### config.mk
export PLATFORM = sky130hd
export DESIGN_NAME = jk_reg_bank
export DESIGN_NICKNAME = d
export VERILOG_FILES = /design/src/rtl/jk_reg_bank.sv
export SDC_FILE = /design/constraint.sdc
export NUM_CORES = 1
export LEC_CHECK = 0
export BUFFER_PORTS_ARGS = -buffer_cell sky130_fd_sc_hd__buf_2
export CAP_MARGIN = 15
export CORE_AREA = 2 2 50 52
export DETAILED_ROUTE_END_ITERATION = 8
export DIE_AREA = 0 0 52 54
export GPL_TIMING_DRIVEN = 0
export HOLD_SLACK_MARGIN = 0.08
export PLACE_DENSITY = 0.73
export SYNTH_ARGS = -nofsm -noshare
export SYNTH_HDL_FRONTEND = slang
export SYNTH_SLANG_ARGS = --single-unit
### constraint.sdc
create_clock -name ck -period 2.33 [get_ports ck]
set_clock_uncertainty 0.05 [all_clocks]
set_input_delay 0.233 -clock ck [delete_from_list [all_inputs] [get_ports ck]]
set_output_delay 0.233 -clock ck [all_outputs]
set_load 0.01 [all_outputs]
### src/rtl/jk_reg_bank.sv
// rtl/jk_reg_bank.sv - edge-triggered JK register bank with D/T/hold modes, parallel load and change counter
module jk_reg_bank #(
  parameter int                 WIDTH     = 4,
  parameter logic [WIDTH-1:0]   RESET_VAL = '0,
  parameter int                 CNT_W     = 8
) (
  input  logic             ck,
  input  logic             rst,
  input  logic             en,
  input  logic [1:0]       mode,
  input  logic [WIDTH-1:0] j,
  input  logic [WIDTH-1:0] k,
  input  logic             load,
  input  logic [WIDTH-1:0] load_data,
  input  logic             clr_cnt,
  output logic [WIDTH-1:0] q,
  output logic [WIDTH-1:0] q_n,
  output logic             changed,
  output logic [CNT_W-1:0] chg_cnt
);

  localparam logic [1:0] MODE_JK   = 2'b00;
  localparam logic [1:0] MODE_D    = 2'b01;
  localparam logic [1:0] MODE_T    = 2'b10;
  localparam logic [1:0] MODE_HOLD = 2'b11;

  localparam logic [CNT_W-1:0] CNT_MAX = {CNT_W{1'b1}};
  localparam logic [CNT_W-1:0] CNT_ONE = CNT_W'(1);

  logic [WIDTH-1:0] q_next;
  logic             q_diff;

  assign q_n = ~q;

  // Priority: load beats the mode-driven update, which needs en.
  always_comb begin
    q_next = q;
    if (load) begin
      q_next = load_data;
    end else if (en) begin
      case (mode)
        MODE_JK:   q_next = (j & ~q) | (~k & q);
        MODE_D:    q_next = j;
        MODE_T:    q_next = q ^ j;
        MODE_HOLD: q_next = q;
        default:   q_next = q;
      endcase
    end
  end

  assign q_diff = (q_next != q);

  always_ff @(posedge ck or posedge rst) begin
    if (rst) begin
      q       <= RESET_VAL;
      changed <= 1'b0;
      chg_cnt <= '0;
    end else begin
      q       <= q_next;
      changed <= q_diff;
      // Clear wins over a simultaneous change; the count saturates instead of wrapping.
      if (clr_cnt) begin
        chg_cnt <= '0;
      end else if (q_diff && (chg_cnt != CNT_MAX)) begin
        chg_cnt <= chg_cnt + CNT_ONE;
      end
    end
  end

endmodule
Yosys cells after proc, flatten, opt, wreduce, memory -nomap -nowiden
Index checks and enable logic that the tools add are counted.

Register bits after elaboration: 13.

Muxes and demuxes: 5. Bitwise logic cells: 6. Equality and inequality tests: 5. $add $sub $neg: 1. Reductions and logical operators: 3.

Operators with widths (count): 2-to-1 mux 8 bit (2); case mux 4 bit (4 select lines) (1); adder 8 x 1 -> 8 bit (second input constant) (1); bitwise AND 4 bit (2); 2-to-1 mux 4 bit (2); != test 8 bit (second input constant) (1); NOT 4 bit (2); == test 2 bit (second input constant) (2); != test 4 bit (1); OR 4 bit (1); XOR 4 bit (1); == test 2 x 1 -> 1 bit (second input constant) (1); logical NOT 2 bit (1); nonzero test 2 bit (1); logical AND 1 bit (1).

Longest topological paths before layout
Depth after elaboration: 10. Gate-level depth with buffers: 9. Gate-level depth less buffers: 7.

Worst setup path after synthesis
OpenSTA, ideal clock, no wires.

Path type: register -> register. Start point: register q[3]. End point: register chg_cnt[3]. Setup time: 0.125 ns. Data required time: 2.155 ns. Cell stages (with the launch flop): 9. Path slack: 0.163 ns. Clock period less this slack: 2.167 ns. Data arrival time: 1.992 ns. Path through: dfrtp_1 buf_6 xor2_1 o41a_2 o32ai_1 a21oi_2 buf_6 nor2b_4 mux2_4.

Word-level cells in the longest chain between the ends: 9. Elaborated cells on any way between the ends: 11. Classes of those cells: 1 x eq/ne; 3 x mux; 5 x bitwise; 2 x reduce/logical.

RTL lines: start: declaration (line 16) `output logic [WIDTH-1:0] q,`; start signal: assignment (line 59) `q <= q_next;`; NOT 4 bit (line 42) `MODE_JK: q_next = (j & ~q) | (~k & q);`; bitwise AND 4 bit (line 42); OR 4 bit (line 42); case mux 4 bit (4 select lines) (line 41) `case (mode)`; 2-to-1 mux 4 bit (line 40) `end else if (en) begin`; 2-to-1 mux 4 bit (line 38) `if (load) begin`; != test 4 bit (*) (line 51) `assign q_diff = (q_next != q);`; logical AND 1 bit (*) (line 64) `end else if (q_diff && (chg_cnt != CNT_MAX)) begin`; nonzero test 2 bit (no line) (*); end signal: assignment (line 65) `chg_cnt <= chg_cnt + CNT_ONE;`; end: declaration (line 19) `output logic [CNT_W-1:0] chg_cnt`.

Mark *: on every way between the ends. The rest lies on a longest branch, timed or not. A chain may end at the register's enable or synchronous reset.

Worst setup path after layout
Same ends and word-level chain as after synthesis.

==> results.py <==
metrics = {
    "run_status": {
        "status": "finished clean",
    },
    "die": {
        "start_util_pct": 46.6,
        "rows": 18,
        "die_area_sq_um": 2810,
        "dieHeight_um": 54,
        "die_w_um": 52,
        "coreArea_sq_um": 2320,
        "io-pin-count": 36,
    },
    "global_route": {
        "antenna_found_initial": 0,
        "grt_max_degree": 14,
        "grt_pass1_vias": 879,
        "track_usage_pct": 16.8,
        "grt-ovfl-total": 0,
        "grt_pass1_wl_mm": 3.60,
    },
    "route": {
        "wl_mm": 2.26,
        "drc": 0,
        "drt-pass1-iter-count": 4,
        "antenna_left": 0,
        "avgViaCountPerCell": 5.21,
        "post_drt_wl_per_cell_um": 11.6,
        "drtIter0Drc": 30,
        "vias": 1010,
    },
    "cts": {
        "cts_tree": "built",
        "cts_setup_buffers": 0,
        "hold_buffers": 1,
        "clock_latency_ps": 280,
        "root_buffer": "clkbuf_4",
        "cts_buffers": 3,
        "numClockSinks": 13,
        "htreeDepth": 1,
        "clkSlewWorstSetupHoldPaths_ps": 80,
        "post_cts_resized": 0,
        "clk_path_buf_depth": 2,
    },
    "sta": {
        "fmax_mhz": 446,
        "setup_violations": 0,
        "finalCritPeriodShare_pct": 96.3,
        "rsz0062_at_grt": "no",
        "worstMarginPinSlew_ps": 486,
        "setup_ws_ps": 87.0,
        "hold_violations": 0,
        "report.final.slew_viol_count": 0,
        "fin_hold_ws_ps": 142,
        "finalCriticalPeriod_ps": 2240,
        "setup_tns_ps": 0,
        "relSlewSlack_pct": 67.6,
    },
    "cells_and_area": {
        "fin_area_sq_um": 1320,
        "n_antenna_cell": 0,
        "drive_gt1_share_pct": 33.5,
        "nets": 185,
        "mostFrequentLayoutCell": "buf_2",
        "final_cell_mix": "36 x buf_2, 17 x nor2_1, 13 x dfrtp_1",
        "syn2layout_area_growth_pct": 22.1,
        "fillCellCount": 215,
    },
    "pwr": {
        "power_density_nw_per_um2": 468,
        "ir_drop_v": 0.000275,
        "p_total_mw": 0.618,
        "p_leak_nw": 0.659,
    },
    "flow_run": {
        "cap_violations": 0,
    },
    "place": {
        "gp_congestion": 0.783,
        "hpwlAfterDp_mm": 1.78,
        "dp_slack_ps": 97.4,
        "numPortBuffers": 33,
        "post_dp_cell_area_sq_um": 1280,
    },
    "synthesis": {
        "avgSynthCellArea_sq_um": 8.58,
        "yosysSeqAreaShare_pct": 30.1,
        "ys_ff_latch": 13,
        "yosys.area.top_type": "dfrtp_1",
        "synthesis.area_sq_um": 1080,
        "synth_top_area_share_pct": 30.1,
        "yosysWarnings": 0,
        "syn-instance-count": 126,
        "synth_edf_count": 0,
        "ys_async_sr_fraction_pct": 100,
        "synth_fp_nets": 146,
        "synthTopCellsByArea": "dfrtp_1 30%, mux2i_1 6.5%, nor2_1 5.9%, a21oi_1 4.2%, buf_6 4.2%",
        "synth_cell_type_count": 44,
        "synth_ff_type": "dfrtp_1",
    },
    "worst_setup_path": {
        "path_class": "reg -> reg",
        "crit_required_ps": 2450,
        "crit_path_end_kind": "register",
        "cp.arrival_ps": 2360,
        "crit_path_start_kind": "register",
        "crit_fanout": 10,
    },
    "worst_hold_path": {
        "holdCritPathClass": "in -> reg",
    },
}
logic make-up (layout without fill, tap and decap cells):
kind of cell	Yosys count	in the layout	share of synthesized area [%]
AOI/OAI and AO/OA	28	28	20.0
xor gates and xnor gates	5	5	4.05
adders and majority gates	1	1	1.16
buffers and inverters	17	55	9.95
DFF	13	13	30.1
muxes	10	10	9.95
and+or+nand+nor	52	52	24.8
worst max-delay path, stage by stage, from the launching register on:
cell     delay [ps]
dfrtp_1         390
buf_6           140
xor2_1          160
o41a_2          480
o32ai_1         220
a21oi_2         120
buf_6           160
nor2b_4         120
mux2_4          290
synth_stat cells (2+ instances only):
library cell and instances:
a21oi_1 9, nand2_1 9, nor3_1 7, nand3b_1 2
buf_6 4, o21ai_0 5, mux2i_1 7, inv_1 6
nand2b_1 2, nor2_1 17, nand4_1 2, o21a_1 2
clkbuf_1 2, dfrtp_1 13, nand3_1 2, nor2b_1 3
xor2_1 4, buf_2 3, mux2_1 2
final cells by class:
cell class / count / area [sq um] / area share [%]
clock buffer: 4 / 26.3 / 1.99
sequential: 13 / 325 / 24.6
timing repair buffer: 34 / 175 / 13.3
multi-input combinational: 96 / 648 / 49.1
inverter: 7 / 26.3 / 1.99
tap: 30 / 37.5 / 2.84
buffer: 10 / 81.3 / 6.16
flip-flops by register name, indices dropped and copies added (netlist names):
name / count
chg_cnt: 8
q: 4
changed: 1
path summary, 6_finish.rpt:
check,start,slack (ps),cells after the start,endpoint
max,q[3],90,8,chg_cnt[3]
min,load_data[3],140,3,q[3]
max reg2reg,q[3],90,8,chg_cnt[3]
min reg2reg,chg_cnt[7],550,2,chg_cnt[7]
max in group asynchronous,rst,1440,3,chg_cnt[2]
min in group asynchronous,rst,460,3,chg_cnt[4]
power by group:
group          leakage [nW]  internal (mW)  switching [mW]
registers             0.168          0.243          0.0152
logic                 0.476          0.102           0.119
clock network        0.0150         0.0664          0.0718
total                 0.659          0.412           0.206
metal layers:
layer,part of all wire (%),GRT usage [%]
met1,47,21.8
met2,47,27.4
met3,4.7,3.61
met4,1.3,6.58
met5,0,0
through the flow:
step,cells,utilization (%)
after floorplan,126,-
after global placement,189,55.3
after detailed placement,189,55.3
after CTS,194,56.9
after global routing,194,56.9
final,194,56.9
Power figures use the tool's default switching activity.
